<file path="config.mk">
export PLATFORM = sky130hd
export DESIGN_NAME = program_loader
export DESIGN_NICKNAME = d
export VERILOG_FILES = /design/src/rtl/program_loader.sv
export SDC_FILE = /design/constraint.sdc
export NUM_CORES = 1
export LEC_CHECK = 0
export ABC_AREA = 1
export CAP_MARGIN = 20
export CORE_MARGIN = 2
export CORE_UTILIZATION = 46
export DETAILED_ROUTE_END_ITERATION = 12
export PLACE_DENSITY = 0.75
export SLEW_MARGIN = 20
export SYNTH_ARGS = -nofsm -noshare
export SYNTH_HDL_FRONTEND = slang
export SYNTH_SLANG_ARGS = --single-unit
</file>
<file path="constraint.sdc">
create_clock -name clk -period 1.5 [get_ports clk]
set_input_delay 0.15 -clock clk [delete_from_list [all_inputs] [get_ports clk]]
set_output_delay 0.15 -clock clk [all_outputs]
set_load 0.02 [all_outputs]
</file>
<file path="src/rtl/program_loader.sv">
// program_loader: streams little-endian bytes into instruction memory as 32-bit words and holds the core in reset until a load completes.
// Define CHECKSUM_EN to require a trailing XOR checksum byte before the core is released.
module program_loader #(
   parameter int ADDR_W = 8
) (
   input  logic              clk,
   input  logic              rst,
   input  logic              start,
   input  logic [ADDR_W:0]   num_words,
   input  logic              byte_valid,
   input  logic [7:0]        byte_data,
   output logic              byte_ready,
   output logic              imem_we,
   output logic [ADDR_W-1:0] imem_addr,
   output logic [31:0]       imem_wdata,
   output logic              core_rst,
   output logic              busy,
   output logic              done,
   output logic              error
);
   localparam logic [ADDR_W:0] CAP = {1'b1, {ADDR_W{1'b0}}};
   typedef enum logic [2:0] {
      IDLE,
      RECV,
      WRITE,
`ifdef CHECKSUM_EN
      CHECK,
`endif
      DONE,
      ERR
   } state_t;
   state_t          state, state_n;
   logic [1:0]      bcnt;
   logic [ADDR_W:0] nw, widx;
   logic [31:0]     word;
   logic            take, idle_like, start_ok, last;
`ifdef CHECKSUM_EN
   logic [7:0]      xsum;
`endif
   assign take      = byte_valid && byte_ready;
   assign idle_like = state == IDLE || state == DONE || state == ERR;
   assign start_ok  = num_words != '0 && num_words <= CAP;
   // widx is one bit wider than the address so a full 2^ADDR_W load is detected without wrapping
   assign last      = widx + 1'b1 == nw;
   always_comb begin
      state_n  = state;
`ifdef CHECKSUM_EN
      byte_ready = state == RECV || state == CHECK;
      busy       = state == RECV || state == WRITE || state == CHECK;
`else
      byte_ready = state == RECV;
      busy       = state == RECV || state == WRITE;
`endif
      imem_we  = state == WRITE;
      done     = state == DONE;
      error    = state == ERR;
      core_rst = state != DONE;
      if (idle_like && start)
         state_n = start_ok ? RECV : ERR;
      else
         case (state)
            RECV:    if (take && bcnt == 2'd3) state_n = WRITE;
`ifdef CHECKSUM_EN
            WRITE:   state_n = last ? CHECK : RECV;
            CHECK:   if (take) state_n = byte_data == xsum ? DONE : ERR;
`else
            WRITE:   state_n = last ? DONE : RECV;
`endif
            default: ;
         endcase
   end
   always_ff @(posedge clk) begin
      if (rst) begin
         state      <= IDLE;
         bcnt       <= '0;
         nw         <= '0;
         widx       <= '0;
         word       <= '0;
         imem_addr  <= '0;
         imem_wdata <= '0;
`ifdef CHECKSUM_EN
         xsum       <= '0;
`endif
      end else begin
         state <= state_n;
         if (idle_like && start && start_ok) begin
            nw   <= num_words;
            bcnt <= '0;
            widx <= '0;
`ifdef CHECKSUM_EN
            xsum <= '0;
`endif
         end
         // bytes shift in from the top so byte 0 lands in bits [7:0] after four transfers
         if (state == RECV && take) begin
            bcnt <= bcnt + 1'b1;
            word <= {byte_data, word[31:8]};
`ifdef CHECKSUM_EN
            xsum <= xsum ^ byte_data;
`endif
            if (bcnt == 2'd3) begin
               imem_addr  <= widx[ADDR_W-1:0];
               imem_wdata <= {byte_data, word[31:8]};
            end
         end
         if (state == WRITE) widx <= widx + 1'b1;
      end
   end
endmodule

</file>
==> run_results.csv <==
group,metric,value,unit
outcome,status,"finished, violations left",
outcome,violations,"negative setup slack",
sta,grt_setup_unrepaired,"true",
synth,synth_top_family_by_area,"simple AND/OR/NAND/NOR gates",
sta,fin_ws,-0.04939,ns
placed_design,hpwl,5658,um
min_path,hold_depth,3,
power_and_ir_drop,max-vdd-ir-drop,1004,uV
synth,yosys-top-cells-area,"dfxtp_1, nand2_1, a21oi_1",
placed_design,numPortBuffers,66,
finish,antenna_cells,0,
min_path,hp-start,"rst",
floorplan,fp.dieW,91.38,um
worst_setup_path,r2r_cells,13,
synth,synth_cells,474,
sta,skew,0.009481,ns
synth,ys_seq_area_share,49.59,%
synth,avgSynthCellArea,7.410,sq um
worst_setup_path,path_buf_inv,2,
synth,async_reset_ff_share,0,%
worst_setup_path,crit_type,"reg -> reg",
min_path,hold_path.class,"in -> reg",
floorplan,fp.dieArea,0.008350,sq mm
clocking,numClockSinks,87,
clocking,cts-root-buf,"clkbuf_8",
global_routing,grt_usage,20.72,%
placed_design,place_area,0.004394,sq mm
global_routing,overflow,0,
synth,synth_enable_flop_cells,0,
finish,final_area,0.004822,sq mm
clocking,cts_tree,"yes",
clocking,clock_latency,0.37,ns
routing,drt_wl_total,8516,um
synth,synth.distinct_cells,29,
synth,synth_seq_cells,87,
worst_setup_path,cpLargestDelayFamily,"simple AND/OR/NAND/NOR gates",
min_path,min_to,"bcnt[1]",
floorplan,pin_count,67,
floorplan,rows,31,
sta,worstMarginPinSlew,0.4301,ns
finish,drive_gt1_share,16.61,%
routing,viasPerCell,4.908,
power_and_ir_drop,p_leak,2.464,nW
routing,first_pass_iters,4,
synth,synthXorXnorAreaFrac,1.211,%
synth,yosysMostFrequentCell,"nand2_1",
floorplan,initial_core_util,47.91,%
power_and_ir_drop,power_density,1179,mW/mm^2
flow_run,drv_cap,0,
worst_setup_path,path_cells,"ha_4, nand2_4, buf_6, inv_1, nand2_2, nand2_1, nand2_1, nand3_2, nor2_1, nand3_1, nand2_1, nand2_1, nor2_1",
worst_setup_path,timing.critical_path.mode_cell,"nand2_1",
worst_setup_path,worstPathRequired,1.80,ns
sta,finalHoldViolCount,0,
routing,antenna_left,0,
global_routing,antenna_found_initial,0,
placed_design,dp_cells,642,
worst_setup_path,worstReg2RegEnd,"state[1]",
global_routing,grt_pass1_wl,14060,um
worst_setup_path,crit_slowest_cell,"dfxtp_4",
routing,drt_iter0_drc,159,
sta,slew_headroom,71.28,%
synth,synthFlopType,"dfxtp_1",
finish,syn_to_final_growth,37.30,%
global_routing,grt_max_degree,36,
routing,num_vias,3264,
worst_setup_path,worstSetupEndpointType,"register",
floorplan,die_h,91.38,um
sta,setup_violations,1,
routing,drc,0,
worst_setup_path,slowest_delay,0.37,ns
synth,synth.cell_area,0.003512,sq mm
worst_setup_path,critPathArrivalTime,1.85,ns
placed_design,pre_cts_slack,-0.2287,ns
global_routing,first_global_vias,3073,
synth,synth_commonest_cells,"nand2_1, dfxtp_1, a21oi_1",
clocking,clkTransAtPathRegs,0.10,ns
clocking,clk_path_buf_depth,2,
synth,syn_nets,497,
sta,setup_tns,-0.04939,ns
synth,synth.area.mux_share,0,%
clocking,h-tree-depth,3,
sta,fin_crit_sh,103.3,%
worst_setup_path,r2r_slack,-0.05,ns
synth,synth_compound_area_share,15.39,%
clocking,numCtsBuffers,9,
synth,synthAdderAreaFrac,0.7125,%
floorplan,coreArea,0.007331,sq mm
worst_setup_path,timing.rr.start,"widx[1]",
worst_setup_path,start_kind,"register",
finish,instances_no_fill,665,
clocking,ctsHoldBuffers,0,
sta,fmax,645.4,MHz
synth,synthSimpleGateAreaFrac,26.58,%
routing,wl_per_cell,12.81,um
finish,fin_nets,584,
sta,maxSlewViolCount,0,
synth,yosys_warnings,0,
worst_setup_path,crit_fanout,3,
synth,yosys.area.top_type_share,49.59,%
synth,synth_top_area_cell,"dfxtp_1",
finish,fill_cells,631,
sta,finalCriticalPeriod,1.549,ns
placed_design,gp_congestion,0.8156,
==> area by class of cell <==
cell class / count / area, sq um / area share, %
inverter: 29 / 116.4 / 2.413
sequential: 87 / 1758 / 36.46
multi-input combinational: 335 / 1629 / 33.78
tap: 99 / 123.9 / 2.569
clock buffer: 9 / 123.9 / 2.569
timing repair buffer: 99 / 996.0 / 20.65
clock inverter: 7 / 75.07 / 1.557
==> what timing repair did <==
| action | CTS | global route |
|---|---|---|
| pin swaps | 8 | 9 |
| endpoints found under the setup margin | 11 | 55 |
| setup buffers | 4 | 3 |
| cloned | 0 | 0 |
| resized for setup | 41 | 51 |
==> through the flow <==
step,utilization [%],total power (W),hold WS (ns)
5_1_grt,65.78,0.005996,0.2891
3_5_place_dp,59.94,0.004080,0.4519
4_1_cts,63.94,0.005688,0.2316
3_3_place_gp,59.94,0.004052,0.4434
6_report,65.78,0.005687,0.2673
2_1_floorplan,-,0.003603,0.2849
==> placed cells by master, fill, tap and decap left out, types with 14 or more instances in the layout <==
cell type        count
o21ai_0             31
nand3_1             14
dfxtp_1             80
a21oi_1             61
nor2_1              59
inv_1               22
dlymetal6s2s_1      29
clkdlybuf4s50_1     26
buf_4               26
nand2_1            135
==> routing by layer <==
metal	part of all wire, %	vias up	track usage [%]
met5	0	-	0
met4	1.5	0	6.818
met3	5.6	12	4.481
met2	48	93	34.01
met1	45	1473	27.03
li1	-	1686	-
==> state kept, by name (all words and copies together), names as in the netlist <==
register and count:
bcnt 2, imem_addr 8, imem_wdata 32, nw 9
state 3, widx 9, word 24
==> where the power goes <==
| part | leakage, nW | switching [W] | internal (W) |
|---|---|---|---|
| clock | 0.0985 | 0.000955 | 0.000658 |
| sequential | 0.708 | 0.000165 | 0.00253 |
| combinational | 1.66 | 0.000838 | 0.000544 |
| total | 2.46 | 0.00196 | 0.00373 |
==> worst reg2reg max path: cells and delay by family, from the launching register on <==
family	cells	cell delay, ns
DFF	1	0.37
buffers and inverters	2	0.13
and+or+nand+nor	10	0.79
adders and majority gates	1	0.18
==> kinds of logic after synthesis <==
group | count (synthesis)
buffers and inverters | 52
DFF | 87
xor gates and xnor gates | 4
adders and majority gates | 2
AOI/OAI and AO/OA | 101
and+or+nand+nor | 228
==> worst max-delay path by stage <==
| stage | startpoint | to | slack [ns] | depth (start not counted) |
|---|---|---|---|---|
| 6_report | widx[1] | state[1] | -0.05 | 13 |
| 5_1_grt | widx[6] | state[1] | -0.14 | 12 |
| 4_1_cts | widx[1] | state[1] | -0.02 | 13 |
| 3_5_place_dp | num_words[6] | widx[1] | -0.23 | 11 |
| 3_3_place_gp | num_words[6] | widx[6] | -0.17 | 11 |
| 2_1_floorplan | widx[0] | state[1] | 0.009 | 13 |
No activity file was read; power rests on OpenSTA's default activity.
